===== src/rtl/seq_alu.sv =====
// Registered ALU with valid/ready handshakes on both sides, {Z,N,C,V} flags,
// variable barrel shifts and an NBIT-step shift-add multiplier.
module seq_alu #(
  parameter int NBIT = 16,
  parameter int SHW  = $clog2(NBIT)
) (
  input  logic            clk,
  input  logic            rst_n,
  input  logic            in_valid,
  output logic            in_ready,
  input  logic [NBIT-1:0] A,
  input  logic [NBIT-1:0] B,
  input  logic [3:0]      Sel,
  output logic            out_valid,
  input  logic            out_ready,
  output logic [NBIT-1:0] num_out,
  output logic [3:0]      flags,
  output logic            op_err
);

  localparam int M  = NBIT - 1;
  localparam int CW = $clog2(NBIT + 1);
  localparam logic [CW-1:0] CNT_LAST = CW'(NBIT);
  localparam logic [3:0] OP_CMP = 4'd10;
  localparam logic [3:0] OP_MUL = 4'd11;

  typedef enum logic [1:0] {IDLE, BUSY, DONE} state_t;

  state_t            state;
  logic [2*NBIT-1:0] mcand;
  logic [2*NBIT-1:0] acc;
  logic [NBIT-1:0]   mplier;
  logic [CW-1:0]     cnt;

  logic            accept;
  logic [SHW-1:0]  sh;
  logic [NBIT:0]   sum, diff, shl_ext, shr_ext, asr_ext;
  logic [NBIT-1:0] res;
  logic            c, v, z, n, err;
  logic [3:0]      flags_next;

  assign in_ready = (state == IDLE) || (state == DONE && out_ready);
  assign accept   = in_valid && in_ready;
  assign sh       = B[SHW-1:0];

  // One extra bit on each shift catches the last bit shifted out as the carry.
  assign sum     = {1'b0, A} + {1'b0, B};
  assign diff    = {1'b0, A} + {1'b0, ~B} + (NBIT+1)'(1);
  assign shl_ext = {1'b0, A} << sh;
  assign shr_ext = {A, 1'b0} >> sh;
  assign asr_ext = $signed({A, 1'b0}) >>> sh;

  always_comb begin
    res = '0;
    c   = 1'b0;
    v   = 1'b0;
    err = 1'b0;
    case (Sel)
      4'd0: begin
        res = sum[M:0];
        c   = sum[NBIT];
        v   = (A[M] == B[M]) && (res[M] != A[M]);
      end
      4'd1: begin
        res = diff[M:0];
        c   = diff[NBIT];
        v   = (A[M] != B[M]) && (res[M] != A[M]);
      end
      4'd2: res = A & B;
      4'd3: res = A | B;
      4'd4: res = A ^ B;
      4'd5: res = ~A;
      4'd6: begin
        res = shl_ext[M:0];
        c   = shl_ext[NBIT];
      end
      4'd7: begin
        res = shr_ext[NBIT:1];
        c   = shr_ext[0];
      end
      4'd8: begin
        res = asr_ext[NBIT:1];
        c   = asr_ext[0];
      end
      4'd9: res = (A << sh) | (A >> (NBIT - int'(sh)));
      OP_CMP: begin
        c = diff[NBIT];
        v = (A[M] != B[M]) && (diff[M] != A[M]);
      end
      OP_MUL: res = '0;
      default: err = 1'b1;
    endcase
    z = (Sel == OP_CMP) ? (diff[M:0] == '0) : (res == '0);
    n = (Sel == OP_CMP) ? diff[M] : res[M];
    flags_next = err ? 4'b0000 : {z, n, c, v};
  end

  always_ff @(posedge clk or negedge rst_n) begin
    if (!rst_n) begin
      state     <= IDLE;
      num_out   <= '0;
      flags     <= '0;
      op_err    <= 1'b0;
      out_valid <= 1'b0;
      mcand     <= '0;
      acc       <= '0;
      mplier    <= '0;
      cnt       <= '0;
    end else begin
      case (state)
        IDLE, DONE: begin
          if (accept && Sel == OP_MUL) begin
            state     <= BUSY;
            out_valid <= 1'b0;
            mcand     <= {{NBIT{1'b0}}, A};
            mplier    <= B;
            acc       <= '0;
            cnt       <= '0;
          end else if (accept) begin
            state     <= DONE;
            out_valid <= 1'b1;
            num_out   <= (Sel == OP_CMP) ? '0 : res;
            flags     <= flags_next;
            op_err    <= err;
          end else if (state == DONE && out_ready) begin
            state     <= IDLE;
            out_valid <= 1'b0;
          end
        end
        BUSY: begin
          // NBIT add steps, then one cycle to publish the product.
          if (cnt == CNT_LAST) begin
            state     <= DONE;
            out_valid <= 1'b1;
            num_out   <= acc[M:0];
            flags     <= {acc[M:0] == '0, acc[M], |acc[2*NBIT-1:NBIT], 1'b0};
            op_err    <= 1'b0;
          end else begin
            if (mplier[0]) acc <= acc + mcand;
            mcand  <= mcand << 1;
            mplier <= mplier >> 1;
            cnt    <= cnt + CW'(1);
          end
        end
        default: state <= IDLE;
      endcase
    end
  end

endmodule


===== config.mk =====
export PLATFORM = sky130hd
export DESIGN_NAME = seq_alu
export DESIGN_NICKNAME = d
export VERILOG_FILES = /design/src/rtl/seq_alu.sv
export SDC_FILE = /design/constraint.sdc
export NUM_CORES = 1
export LEC_CHECK = 0
export ABC_AREA = 1
export ABC_CLOCK_PERIOD_IN_PS = 6200
export BUFFER_PORTS_ARGS = -buffer_cell sky130_fd_sc_hd__buf_4
export CORE_ASPECT_RATIO = 1.5
export CORE_UTILIZATION = 50
export CTS_BUF_LIST = sky130_fd_sc_hd__clkbuf_4
export DETAILED_ROUTE_END_ITERATION = 16
export GPL_TIMING_DRIVEN = 0
export PLACE_DENSITY_LB_ADDON = 0.08
export SLEW_MARGIN = 5
export SYNTH_ARGS = -nofsm -noshare
export SYNTH_HDL_FRONTEND = slang
export SYNTH_SLANG_ARGS = --single-unit
export TNS_END_PERCENT = 100

===== constraint.sdc =====
create_clock -name clk -period 6.2 [get_ports clk]
set_clock_uncertainty 0.1 [all_clocks]
set_input_delay 0.62 -clock clk [delete_from_list [all_inputs] [get_ports clk]]
set_output_delay 0.62 -clock clk [all_outputs]
set_load 0.01 [all_outputs]

* Word level (Yosys, flattened, before mapping)
Cells that the tools add are included.
** Word-level totals
- Register bits :: 109
- Bits of input ports :: 40
- Word-level logic and storage cells :: 115
** Cells by class
- Add/subtract/negate cells :: 6
- Eq/ne operators :: 25
- Shift operators :: 5
- Multiplexer cells :: 43
- Bitwise logic cells :: 6
- Reduce and logical (&&, ||, !) cells :: 21
** Operator list (count)
- 32-bit 2-to-1 mux :: 5
- 16-bit one-hot mux with 10 select lines :: 1
- 32-bit one-hot mux with 2 select lines :: 2
- 16-bit 2-to-1 mux :: 6
- 16-bit one-hot mux with 2 select lines :: 2
- 16-bit logical NOT :: 3
- 16-bit by 16-bit adder with 17-bit output :: 2
- 32-bit adder :: 1
- 16-bit NOT :: 2
- 16-bit bitwise OR :: 2
- 16-bit by 32-bit >> shifter with 16-bit output :: 1
- 17-bit by 1-bit adder with 17-bit output (second input constant) :: 1
- 16-bit by 4-bit << shifter with 17-bit output :: 1
- 17-bit by 4-bit >> shifter with 17-bit output :: 1
- 17-bit by 4-bit >>> shifter with 17-bit output :: 1
- 16-bit bitwise AND :: 1
- 4-bit by 3-bit == test with 1-bit output (second input constant) :: 4
- 4-bit == test (second input constant) :: 4
- 4-bit 2-to-1 mux :: 4
- 16-bit OR reduction :: 1
- 16-bit by 4-bit << shifter with 16-bit output :: 1
- 16-bit bitwise XOR :: 1
- 2-bit inequality test (second input constant) :: 6
- 12-bit OR reduction :: 1
- 27 further kinds :: 52

* Logic depth before layout (Yosys ltp)
- Depth after elaboration :: 10
- Depth in mapped cells :: 24
- Depth with buffers taken out :: 20

* Worst setup path after synthesis
Ideal clock, no wire load.
- Path kind :: input -> register
- Start :: input port B[3]
- End :: register flags[3]
- Arrival :: 2.852 ns
- Setup slack :: 3.171 ns
- Cell stages on the path :: 20
- Path through :: buf_4 > clkinv_1 > clkbuf_1 > ha_1 > buf_2 > nor2_1 > nand2_1 > inv_1 > nand2_1 > nand2_1 > nand2_1 > nand2_1 > nand2_1 > nand3_1 > nand3_1 > nor2_1 > nand2_1 > nor2_1 > nand3_1 > a21oi_1
** Between the ends
- Cells in the longest elaborated chain, start to end :: 10
- Elaborated cells between the ends (all ways) :: 22
- Classes of those cells :: add/sub (4); shift (5); mux (6); bitwise (5); reduce/logical (2)
** RTL lines
- start: declaration :: line 12 : input logic [NBIT-1:0] B,
- 16-bit NOT / 5-bit by 4-bit subtractor with 6-bit output (equally long branches) :: line 48, 85
- 16-bit by 16-bit adder with 17-bit output / 16-bit by 32-bit >> shifter with 16-bit output (equally long branches) :: line 48, 85
- 17-bit by 1-bit adder with 17-bit output / 16-bit bitwise OR (equally long branches) :: line 48, 85
- 16-bit one-hot mux with 10 select lines :: line 58 : case (Sel)
- 16-bit logical NOT :: line 93 : z = (Sel == OP_CMP) ? (diff[M:0] == '0) : (res == '0);
- 1-bit 2-to-1 mux (*) :: line 93
- 4-bit 2-to-1 mux (*) :: line 95 : flags_next = err ? 4'b0000 : {z, n, c, v};
- 4-bit 2-to-1 mux (*) :: line 119 : end else if (accept) begin
- 4-bit 2-to-1 mux (*) :: line 112 : if (accept && Sel == OP_MUL) begin
- 4-bit one-hot mux with 2 select lines (*) :: line 110 : case (state)
- end signal: assignment :: line 123 : flags <= flags_next;
- end signal: assignment :: line 136 : flags <= {acc[M:0] == '0, acc[M], |acc[2*NBIT-1:NBIT], 1'b0};
- end: declaration :: line 17 : output logic [3:0] flags,
Mark *: on every way between the ends. The rest lies on a longest branch, timed or not. The select of a mux whose other input is x is not followed.
A chain may end at the register's enable or synchronous reset.

* Worst setup path in the final report
Ends and elaborated chain as after synthesis.

==> results.toml <==
[drt]
num_vias = 13800
wire_per_inst_um = 20.4
dr.pass1.iters = 6
viasPerCell = 5.86
drtIter0Drc = 1067
drc = 0
ant_nets = 0
routed_wl_um = 48100

[sta]
max_slew_margin_pct = 31.2
min_period_ns = 3.83
tightest_slew_ns = 1.03
fin_tns_setup_ns = 0
hold_viol_final = 0
rsz0062_at_grt = "false"
holdWs_ns = 0.102
maxSlewViolCount = 0
setup_viol = 0
min_period_over_period_pct = 61.7
max_freq_mhz = 261

[cts]
h-tree-depth = 3
root_buffer = "clkbuf_4"
cts.sinks = 109
cts_buffer_depth = 2
worstSkewPairLatency_ns = 0.49
cts_tree = "done"
cts_made_buffers = 9
cts_hold_buf = 0
post_cts_buffers = 0
path_clk_slew_ns = 0.16
post_cts_resized = 0

[logic_synthesis]
ys_top_cells_by_count = "nand2_1 (594), inv_1 (251), nand3_1 (234)"
syn_nets = 2092
syn_inst = 1963
yosysTopAreaCell = "dfrtp_1"
yosys_warnings = 0
synth_seq_cells = 109
yosysMostFrequentCell = "nand2_1"
synth_edf_count = 0
synth_top_area_share_pct = 22.8
synth-main-ff-cell = "dfrtp_1"
synth_cell_types = 48
synth-seq-area-share_pct = 22.8
syn_area_per_cell_um2 = 6.09
synthesis.area_um2 = 12000
synthArstFlopShare_pct = 100
synthTopCellsByArea = "dfrtp_1 (23%), nand2_1 (19%), nand3_1 (9.8%)"

[worst_setup_path]
cp_data_required_time_ns = 6.53
worst_r2r_endpoint = "acc[26]"
r2r_slack_ns = 3.28
ff2ff_path_depth = 15
crit_arrival_ns = 4.16
slowest_stage = "clkbuf_1"
worst-path-max-fanout = 11
worstSetupPathType = "in -> reg"
path_common_cell = "nand3_1"
startpoint_type = "input port"
reg2reg_from = "mcand[0]"
max_stage_delay_ns = 0.45
path_cells = "buf_4, buf_4, clkinv_1, clkbuf_1, ha_1, buf_2, nor2_1, nand2_1, nand3_1, nand2_1, nand3_1, nand2_1, nand2_1, nand3_1, nor2_1, nand3_1, a21oi_1, nand3_1, a21oi_1"
cp-end-kind = "flip-flop"

[final_layout]
fillCellCount = 2482
postLayoutCoreUtil_pct = 55.7
finalNetCount = 2165
layout-drive-gt1-share_pct = 8.04
area_growth_pct = 8.27

[job]
cap_violations = 0

[floorplanning]
design.core.area_um2 = 23200
start_util_pct = 51.5
dieWidth_um = 128
io_pins = 63
die_y_um = 191
row_count = 68
die_area_um2 = 24500

[global_route]
overflow = 0
grt_max_degree = 110
track_usage_pct = 39.8
grt_pass1_vias = 13300
grt_first_pass_wirelength_um = 72900
antenna_found_initial = 1

[power_and_ir_drop]
leakagePower_uw = 0.00688
irDropWorstVdd_uv = 169
powerDensity_nw_per_um2 = 261

[place]
portBuffers = 62
gp_congestion = 1.05
dpl.hpwl_um = 39500

[hold_path]
worstHoldPathType = "in -> async"

[status]
status = "complete, no violations"
report_power, final:
group          switching, µW  leakage [µW]  internal (µW)
Sequential               202       0.00139            975
Clock                    241     0.0000666            117
Combinational           1180       0.00542            661
Total                   1620       0.00688           1750
routing by layer:
layer,track usage (%),vias up,share of wire [%]
li1,-,6615,-
met1,43.1,6387,37
met2,69.4,615,48
met3,4.03,189,5.8
met4,33.3,0,9.1
met5,0,-,0
cell usage in the layout (no fill, tap or decap), types with 6 or more instances in the layout:
master	count
a21oi_1	108
a2bb2oi_1	17
a31oi_1	8
buf_2	38
buf_4	68
buf_6	6
clkbuf_1	24
clkbuf_4	9
dfrtp_1	109
ha_1	86
inv_1	251
inv_2	10
nand2_1	594
nand2_2	9
nand3_1	234
nand3b_1	7
nand4_1	28
nor2_1	152
nor2_2	8
nor3_1	11
nor4_1	6
o211ai_1	43
o21ai_0	91
o21ai_1	22
o21bai_1	6
o22ai_1	33
xor2_1	11
logic make-up after synthesis:
family,count (synthesis),share of synthesized area [%]
AO/OA/AOI/OAI,348,17.1
XOR/XNOR,17,1.31
buffers and inverters,338,11.6
flip-flops,109,22.8
adder cells (fa/ha/maj),89,9.50
AND/OR/NAND/NOR,1062,37.7
sequential cells by signal, summed over array words and instances (netlist names):
name and cells:
cnt 5, flags 4, mcand 32, mplier 16, op_err 1, acc 32
state 2, num_out 16, out_valid 1
area by class of cell:
| type | instances | area [µm²] | area share [%] |
|---|---|---|---|
| tap | 315 | 394 | 3.05 |
| clock buffer | 9 | 67.6 | 0.522 |
| sequential | 109 | 2730 | 21.1 |
| antenna | 1 | 2.50 | 0.0193 |
| clock inverter | 6 | 55.1 | 0.425 |
| timing repair buffer | 62 | 469 | 3.63 |
| buffer | 74 | 389 | 3.01 |
| inverter | 264 | 993 | 7.68 |
| multi-input combinational | 1516 | 7840 | 60.6 |
worst max-delay path, delay by kind of cell:
family,cells,cell delay (ns)
AOI/OAI and AO/OA,2,0.34
adders and majority gates,1,0.38
buffers and inverters,5,1.30
and+or+nand+nor,11,1.51
worst max-delay path by stage:
stage	from	to	slack, ns	cells after the start
2_1_floorplan	B[3]	flags[3]	3.17	20
3_3_place_gp	B[3]	flags[3]	2.01	19
3_5_place_dp	B[3]	flags[3]	2.03	19
4_1_cts	B[3]	flags[3]	2.54	19
5_1_grt	B[3]	flags[3]	2.20	20
6_report	B[3]	flags[3]	2.37	19
per-stage QoR:
stage	power, µW	cells	setup slack [ns]	instance area, µm²
floorplan	2360	1963	3.17	12000
global placement	2960	2340	2.01	12800
detailed placement	3000	2340	2.03	12800
CTS	3350	2355	2.54	12900
global route	3630	2356	2.20	12900
finish	3380	2356	2.37	12900
(Power assumes the default switching activity.)
